--- src/rtl/rv64g_pkg.sv ---
// rtl/rv64g_pkg.sv - RV64G opcode constants, decode class indices and stage payload type
package rv64g_pkg;

  localparam int NUM_CLASS = 18;

  localparam logic [6:0] OPC_LOAD      = 7'b0000011;
  localparam logic [6:0] OPC_LOAD_FP   = 7'b0000111;
  localparam logic [6:0] OPC_MISC_MEM  = 7'b0001111;
  localparam logic [6:0] OPC_OP_IMM    = 7'b0010011;
  localparam logic [6:0] OPC_AUIPC     = 7'b0010111;
  localparam logic [6:0] OPC_OP_IMM_32 = 7'b0011011;
  localparam logic [6:0] OPC_STORE     = 7'b0100011;
  localparam logic [6:0] OPC_STORE_FP  = 7'b0100111;
  localparam logic [6:0] OPC_AMO       = 7'b0101111;
  localparam logic [6:0] OPC_OP        = 7'b0110011;
  localparam logic [6:0] OPC_LUI       = 7'b0110111;
  localparam logic [6:0] OPC_OP_32     = 7'b0111011;
  localparam logic [6:0] OPC_FP_FMA    = 7'b1000011;
  localparam logic [6:0] OPC_OP_FP     = 7'b1010011;
  localparam logic [6:0] OPC_BRANCH    = 7'b1100011;
  localparam logic [6:0] OPC_JALR      = 7'b1100111;
  localparam logic [6:0] OPC_JAL       = 7'b1101111;
  localparam logic [6:0] OPC_SYSTEM    = 7'b1110011;

  localparam logic [6:0] MASK_FULL     = 7'b1111111;
  // FMADD/FMSUB/FNMSUB/FNMADD differ only in bits [3:2]
  localparam logic [6:0] MASK_FP_FMA   = 7'b1110011;

  typedef enum logic [4:0] {
    CLS_LOAD      = 5'd0,
    CLS_LOAD_FP   = 5'd1,
    CLS_MISC_MEM  = 5'd2,
    CLS_OP_IMM    = 5'd3,
    CLS_AUIPC     = 5'd4,
    CLS_OP_IMM_32 = 5'd5,
    CLS_STORE     = 5'd6,
    CLS_STORE_FP  = 5'd7,
    CLS_AMO       = 5'd8,
    CLS_OP        = 5'd9,
    CLS_LUI       = 5'd10,
    CLS_OP_32     = 5'd11,
    CLS_FP_FMA    = 5'd12,
    CLS_OP_FP     = 5'd13,
    CLS_BRANCH    = 5'd14,
    CLS_JALR      = 5'd15,
    CLS_JAL       = 5'd16,
    CLS_SYSTEM    = 5'd17
  } class_idx_e;

  typedef struct packed {
    logic [31:0]          instr;
    logic [NUM_CLASS-1:0] cls;
    logic                 illegal;
  } dec_payload_t;

  function automatic logic [6:0] class_value(input logic [4:0] idx);
    case (idx)
      CLS_LOAD:      return OPC_LOAD;
      CLS_LOAD_FP:   return OPC_LOAD_FP;
      CLS_MISC_MEM:  return OPC_MISC_MEM;
      CLS_OP_IMM:    return OPC_OP_IMM;
      CLS_AUIPC:     return OPC_AUIPC;
      CLS_OP_IMM_32: return OPC_OP_IMM_32;
      CLS_STORE:     return OPC_STORE;
      CLS_STORE_FP:  return OPC_STORE_FP;
      CLS_AMO:       return OPC_AMO;
      CLS_OP:        return OPC_OP;
      CLS_LUI:       return OPC_LUI;
      CLS_OP_32:     return OPC_OP_32;
      CLS_FP_FMA:    return OPC_FP_FMA;
      CLS_OP_FP:     return OPC_OP_FP;
      CLS_BRANCH:    return OPC_BRANCH;
      CLS_JALR:      return OPC_JALR;
      CLS_JAL:       return OPC_JAL;
      CLS_SYSTEM:    return OPC_SYSTEM;
      default:       return 7'b0000000;
    endcase
  endfunction

  function automatic logic [6:0] class_mask(input logic [4:0] idx);
    return (idx == CLS_FP_FMA) ? MASK_FP_FMA : MASK_FULL;
  endfunction

endpackage

--- src/rtl/constant_compare.sv ---
// rtl/constant_compare.sv - masked compare of an input against a constant, mapped to two output codes
module constant_compare #(
  parameter int                    IP_WIDTH    = 7,
  parameter int                    OP_WIDTH    = 1,
  parameter logic [OP_WIDTH-1:0]   MATCH_TRUE  = OP_WIDTH'(1),
  parameter logic [OP_WIDTH-1:0]   MATCH_FALSE = OP_WIDTH'(0)
) (
  input  logic [IP_WIDTH-1:0] a_i,
  input  logic [IP_WIDTH-1:0] mask_i,
  input  logic [IP_WIDTH-1:0] value_i,
  output logic [OP_WIDTH-1:0] match_o
);

  assign match_o = ((a_i & mask_i) == value_i) ? MATCH_TRUE : MATCH_FALSE;

endmodule

--- src/rtl/instr_decode_stage.sv ---
// rtl/instr_decode_stage.sv - opcode-class decode stage with main + skid register handshake
module instr_decode_stage
  import rv64g_pkg::*;
#(
  parameter int XLEN = 64
) (
  input  logic                 clk_i,
  input  logic                 arst_ni,
  input  logic                 flush_i,
  input  logic [31:0]          instr_i,
  input  logic [XLEN-1:0]      pc_i,
  input  logic                 valid_i,
  output logic                 ready_o,
  output logic [31:0]          instr_o,
  output logic [XLEN-1:0]      pc_o,
  output logic [NUM_CLASS-1:0] class_o,
  output logic                 illegal_o,
  output logic                 valid_o,
  input  logic                 ready_i
);

  typedef struct packed {
    dec_payload_t    dec;
    logic [XLEN-1:0] pc;
  } entry_t;

  logic [NUM_CLASS-1:0] cls_match;
  entry_t               in_entry;
  entry_t               main_d, main_q, skid_d, skid_q;
  logic                 main_valid_d, main_valid_q;
  logic                 skid_valid_d, skid_valid_q;
  logic                 accept_in;

  for (genvar g = 0; g < NUM_CLASS; g++) begin : g_class
    constant_compare #(
      .IP_WIDTH   (7),
      .OP_WIDTH   (1),
      .MATCH_TRUE (1'b1),
      .MATCH_FALSE(1'b0)
    ) u_cmp (
      .a_i    (instr_i[6:0]),
      .mask_i (class_mask(5'(g))),
      .value_i(class_value(5'(g))),
      .match_o(cls_match[g])
    );
  end

  always_comb begin
    in_entry             = '0;
    in_entry.dec.instr   = instr_i;
    in_entry.dec.cls     = cls_match;
    in_entry.dec.illegal = ~|cls_match;
    in_entry.pc          = pc_i;
  end

  assign accept_in = valid_i & ready_o;

  // A full skid implies a full main, so ready_o=0 and no new accept can collide with the refill.
  always_comb begin
    main_d       = main_q;
    main_valid_d = main_valid_q;
    skid_d       = skid_q;
    skid_valid_d = skid_valid_q;
    if (flush_i) begin
      main_valid_d = 1'b0;
      skid_valid_d = 1'b0;
    end else if (!main_valid_q || ready_i) begin
      if (skid_valid_q) begin
        main_d       = skid_q;
        main_valid_d = 1'b1;
        skid_valid_d = 1'b0;
      end else begin
        main_valid_d = accept_in;
        if (accept_in) main_d = in_entry;
      end
    end else if (accept_in) begin
      skid_d       = in_entry;
      skid_valid_d = 1'b1;
    end
  end

  always_ff @(posedge clk_i or negedge arst_ni) begin
    if (!arst_ni) begin
      main_q       <= '0;
      skid_q       <= '0;
      main_valid_q <= 1'b0;
      skid_valid_q <= 1'b0;
    end else begin
      main_q       <= main_d;
      skid_q       <= skid_d;
      main_valid_q <= main_valid_d;
      skid_valid_q <= skid_valid_d;
    end
  end

  assign ready_o   = ~skid_valid_q;
  assign valid_o   = main_valid_q;
  assign instr_o   = main_q.dec.instr;
  assign pc_o      = main_q.pc;
  assign class_o   = main_q.dec.cls;
  assign illegal_o = main_q.dec.illegal;

endmodule

--- config.mk ---
export PLATFORM = sky130hd
export DESIGN_NAME = instr_decode_stage
export DESIGN_NICKNAME = d
export VERILOG_FILES = /design/src/rtl/rv64g_pkg.sv /design/src/rtl/constant_compare.sv /design/src/rtl/instr_decode_stage.sv
export SDC_FILE = /design/constraint.sdc
export NUM_CORES = 1
export LEC_CHECK = 0
export BUFFER_PORTS_ARGS = -buffer_cell sky130_fd_sc_hd__buf_2
export CAP_MARGIN = 40
export CORE_UTILIZATION = 25
export DETAILED_ROUTE_END_ITERATION = 10
export PLACE_DENSITY_LB_ADDON = 0.05
export SETUP_SLACK_MARGIN = 0.2
export SLEW_MARGIN = 0
export SYNTH_ARGS = -nofsm -noshare
export SYNTH_HDL_FRONTEND = slang
export SYNTH_SLANG_ARGS = --single-unit
--- constraint.sdc ---
create_clock -name clk_i -period 2.7 [get_ports clk_i]
set_input_delay 0.135 -clock clk_i [delete_from_list [all_inputs] [get_ports clk_i]]
set_output_delay 0.135 -clock clk_i [all_outputs]
set_load 0.02 [all_outputs]
==> results of run 1 <==
[worst max-delay path, stage by stage, from the launching register on]
cell,delay (ns)
dfrtp_4,0.44
buf_16,0.55
inv_1,0.27
buf_2,0.25
[synthesized netlist by cell type]
master	instances
nand4_1	1
buf_4	1
or3_1	2
nor3_2	1
nand2b_4	1
nor2_1	119
o21ai_0	2
nand4b_1	2
o41ai_2	2
nor3_1	16
and4bb_2	1
buf_1	1
a22oi_1	2
o21a_1	2
clkbuf_2	1
nand4bb_1	1
nand2_1	305
o31ai_1	13
a31oi_1	2
clkbuf_1	17
or3b_2	2
nand2b_1	3
nand3b_1	1
inv_1	3
mux2i_1	96
nor2b_1	1
buf_2	52
nand3_1	2
o21bai_1	1
dfrtp_1	232
buf_6	2
a21oi_1	128
a22o_1	2
nor4_1	3
o32a_1	2
a311o_1	1
[power groups by stage]
stage / registers, uW / clock network [uW] / logic, uW
final: 4400 / 3720 / 1780
after global routing: 4500 / 4040 / 2000
after CTS: 4410 / 3910 / 1830
after detailed placement: 4470 / 0 / 1700
after global placement: 4460 / 0 / 1680
after floorplan: 4770 / 0 / 680
[state kept, by name, summed over array words and instances, names as in the netlist]
| register | cells |
|---|---|
| pc_o | 64 |
| valid_o | 1 |
| instr_o | 32 |
| illegal_o | 1 |
| skid_valid_q | 1 |
| skid_q | 115 |
| class_o | 18 |
[area by class of cell]
type / instances / area, um2
diodes: 1 / 2.502
multi-input cells: 714 / 3690
inverters: 3 / 11.26
clock inverters: 5 / 52.55
well taps: 518 / 648.1
flip-flops and latches: 232 / 5809
clock buffers: 46 / 849.6
fillers: 4077 / 25370
repair buffers: 332 / 2307
[logic make-up (layout without fill, tap and decap cells)]
family	after synthesis	count (layout)	synth area share
AND/OR/NAND/NOR	461	461	0.1862
multiplexers	96	96	0.09752
flip-flops	232	232	0.5892
buffers and inverters	77	386	0.03797
AO/OA/AOI/OAI	157	157	0.08914
other	0	1	0
[metal layers]
layer / track usage / up-vias / share of wire
met3: 0.03620 / 32 / 0.053
met4: 0.03135 / 0 / 0.019
met1: 0.1968 / 3730 / 0.47
li1: - / 3961 / -
met5: 0 / - / 0
met2: 0.2347 / 164 / 0.46
[timing repair]
action,4_1_cts,5_1_grt
resized for setup,0,1
hold buffers,101,0
endpoints found under the setup margin,0,1
setup buffers,0,0
hold endpoints to repair,258,0
[worst paths after layout]
check	to	slack (ns)	cells past startpoint
max in group asynchronous	skid_q[99]	1.79	3
min reg2reg	skid_q[107]	0.47	2
max	ready_o	0.43	3
max reg2reg	class_o[13]	0.68	4
min in group asynchronous	pc_o[12]	0.14	2
min	illegal_o	0.11	5
[through the flow]
stage                     setup slack (ns)  cells  hold WS (ns)  utilization  area, um2
after global placement              0.6142   1698        0.1557       0.2955      11450
after detailed placement            0.5651   1698        0.1524       0.2955      11450
after global routing                0.2211   1850        0.1696       0.3451      13370
final                               0.4305   1851        0.1145       0.3452      13370
after CTS                           0.2404   1850       0.08102       0.3449      13360
after floorplan                      1.100   1023       -0.1606            -       9853
==> metrics.cfg, run 1 <==
[synth]
syn_avg_cell_area_um2 = 9.632
yosysTopAreaCellShare = 0.5892
synth_cell_types = 36
yosysTopAreaCell = dfrtp_1
syn_nets = 1124
synth_cells = 1023
netlist_area_um2 = 9853
synth.yosys.seq_area_share = 0.5892
synth_seq_cells = 232
synthTopCellsByArea = dfrtp_1, nand2_1, mux2i_1, a21oi_1, nor2_1
yosys_warnings = 0

[global_route]
track_usage = 0.1456
grt_overflow = 0
antenna_found_initial = 1
grt_pass1_wl_um = 47170
grt_pass1_vias = 8255
grt_max_degree = 131

[outcome]
status = complete, no violations

[timing]
relSlewSlack = 0.3785
drv_slew = 0
setup_tns_ns = 0
rsz0062_at_grt = false
timing.fmax_mhz = 440.6
skew_ns = 0.005480
finalHoldViolCount = 0
period_share = 0.8406
tightest_slew_ns = 0.9322
finalSetupViolations = 0
min_period_ns = 2.269

[drt]
routed_wl_um = 28580
vias = 7887
drc = 0
ant_nets = 0
first_pass_iters = 4
drt_iter0_markers = 221
via_per_inst = 4.261
routedWlPerCell_um = 15.44

[hold_path]
min_from = ready_i
hold_path_class = in2reg

[cts]
cts.sinks = 232
cts.clk_slew.worst_paths_ns = 0.06
htree_levels = 1
clockBufferDepth = 3
clockRootBuffer = clkbuf_16
cts_tree = yes
cts_buffers = 29
clk_latency_ns = 0.55

[placement]
hpwl_um = 17510
place_congestion = 0.6764
io_buffers = 217

[critical_path]
cp.required_ns = 2.57
critPathLaunch = skid_valid_q
critPathCaptureType = output pin
cp-start-kind = flip-flop
r2r_start = skid_valid_q
path_max_fanout = 130
crit_arrival_ns = 2.13
worstSetupPathType = reg2out

[floorplan]
fp.dieH_um = 200.5
io_pins = 218
initial_core_util = 0.2544
die_area_um2 = 40210
core_area_um2 = 38740
row_count = 72
dieWidth_um = 200.5

[power_and_ir_drop]
combPwrFrac = 0.180
p_int_uw = 7010
p_per_area_nw_per_um2 = 740.7
power.switching_uw = 2894
pwr-share-clk = 0.376
ir_drop_mv = 0.4357
seqPwrFrac = 0.445
switching_share = 0.2922
total_leakage_power_uw = 0.006085
total_power_uw = 9904

[final_layout]
drive_gt1_frac = 0.2110
layout_common_cells = nand2_1, dfrtp_1, buf_2, a21oi_1, nor2_1
nets = 1413
final_common_cell = nand2_1
area_growth_pct = 35.70

[run]
cap_violations = 0

No activity file was read; power rests on OpenSTA's default activity.
==> run 2, diff against run 1 <==
clock period = 2 ns   (was 2.7 ns; I/O delays follow)
==> run 2 against run 1 <==
  * Worst hold slack got worse by 0.026 ns
  * Count of clock-buffer cells in the layout down 2
  * Clock skew is 0.0054 ns higher
  * Largest power group unchanged
  * Critical endpoint is now skid_q[77]
==> metrics.cfg, run 2 (synthesis gave the netlist of run 1 again) <==
[timing]
setup_tns_ns = 0  ; unchanged
period_share = 0.8455
finalSetupViolations = 0  ; unchanged
drv_slew = 0  ; unchanged
tightest_slew_ns = 0.7958  ; -0.1364 ns
timing.fmax_mhz = 591.3
skew_ns = 0.01088  ; +0.005400 ns
rsz0062_at_grt = true
finalHoldViolCount = 0  ; unchanged
relSlewSlack = 0.4695  ; +0.09095
worst_slack_ns = 0.3089  ; -0.1216 ns
min_period_ns = 1.691

[critical_path]
critPathCaptureType = flip-flop
cp-start-kind = flip-flop
path_max_fanout = 30  ; -77%
cp.required_ns = 2.45  ; -0.12 ns
worstSetupPathType = reg2reg
crit_arrival_ns = 2.15  ; +0.02 ns

[floorplan]
die_area_um2 = 40210  ; unchanged
fp.dieH_um = 200.5  ; unchanged
core_area_um2 = 38740  ; unchanged
io_pins = 218  ; unchanged
row_count = 72  ; unchanged
initial_core_util = 0.2544  ; unchanged
dieWidth_um = 200.5  ; unchanged

[global_route]
grt_overflow = 0  ; unchanged
grt_pass1_wl_um = 47470  ; +0.64%
grt_max_degree = 73  ; -44%
grt_pass1_vias = 8395  ; +1.7%
antenna_found_initial = 0  ; -1
track_usage = 0.1472  ; +0.001575

[placement]
place_ws_ns = 0.2560  ; -0.3091 ns
hpwl_um = 18660  ; +6.6%
place_congestion = 0.6891  ; +1.9%
dp_cells = 1712  ; +0.82%
io_buffers = 217  ; unchanged

[final_layout]
top_register = skid_q
final_core_util = 0.3525  ; +0.007300
area_growth_pct = 38.57
final_common_cell = nand2_1
largest_reg_flops = 115  ; unchanged
final_cells = 1867  ; +0.86%
drive_gt1_frac = 0.2248  ; +0.01382
nets = 1428  ; +1.1%
layout_common_cells = nand2_1, dfrtp_1, buf_2, a21oi_1, nor2_1

[cts]
cts.sinks = 232  ; unchanged
htree_levels = 1  ; unchanged
clockBufferDepth = 3  ; unchanged
cts.clk_slew.worst_paths_ns = 0.06  ; about the same
cts_buffers = 30  ; +3.4%
cts_tree = yes
clk_latency_ns = 0.55  ; about the same
clockRootBuffer = clkbuf_16

[power_and_ir_drop]
total_leakage_power_uw = 0.006234  ; +2.5%
ir_drop_mv = 0.5898  ; +35%
total_power_uw = 13840  ; +40%
p_per_area_nw_per_um2 = 1014  ; +37%

[drt]
routed_wl_um = 29260  ; +2.4%
ant_nets = 0  ; unchanged
vias = 8075  ; +2.4%
routedWlPerCell_um = 15.67  ; +1.5%
drt_iter0_markers = 340  ; +54%
via_per_inst = 4.325  ; +1.5%
drc = 0  ; unchanged
first_pass_iters = 4  ; unchanged

[outcome]
status = complete, no violations

[hold_path]
hold_path_class = in2async

[run]
cap_violations = 0  ; unchanged

run 2: final timing paths:
kind | start | to | slack, ns | cells past startpoint
max in group asynchronous | arst_ni | instr_o[20] | 1.22 | 3
worst min-delay path | arst_ni | skid_valid_q | 0.09 | 2
worst max register to register | skid_valid_q | skid_q[77] | 0.31 | 4
worst min register to register | skid_q[109] | skid_q[109] | 0.47 | 2
worst max-delay path | skid_valid_q | skid_q[77] | 0.31 | 4
min in group clk_i | ready_i | illegal_o | 0.09 | 5
run 2: final cells by class:
| cell class | instances | area, um2 |
|---|---|---|
| clock inverter | 9 | 97.59 |
| sequential | 232 | 5809 |
| timing repair buffer | 346 | 2484 |
| tap | 518 | 648.1 |
| clock buffer | 44 | 904.6 |
| inverter | 3 | 11.26 |
| antenna | 1 | 2.502 |
| fill | 4020 | 25080 |
| multi-input combinational | 714 | 3696 |
run 2: where the power goes:
part           switching, uW  internal, uW  total (uW)
clock                   2080          3350        5440
sequential               437          5520        5960
combinational           1480           967        2440
run 2: through the flow:
stage	hold WS [ns]	instance area, um2
floorplan	-0.1956	9853
global placement	0.08404	11630
detailed placement	0.07923	11630
CTS	0.04443	13640
global route	0.1090	13650
finish	0.08854	13650
run 2: repair_timing:
action                                  in CTS  in global routing
hold buffers                               101                  0
buffers inserted                             0                  0
resized for setup                            0                  2
endpoints found under the setup margin       0                 37
endpoints found under the hold margin      429                  0
run 2: critical path, cell delays in order, from the launching register on:
cell	delay, ns
dfrtp_4	0.51
nand2b_4	0.18
or3_4	0.36
buf_4	0.25
o41ai_2	0.29
run 2: layer usage:
layer / track usage / up-vias / wire (um)
met5: 0 / - / 0
met4: 0.03599 / 0 / 642
met3: 0.03701 / 40 / 1654
met2: 0.2356 / 165 / 13190
met1: 0.1985 / 3878 / 13770
li1: - / 3992 / -
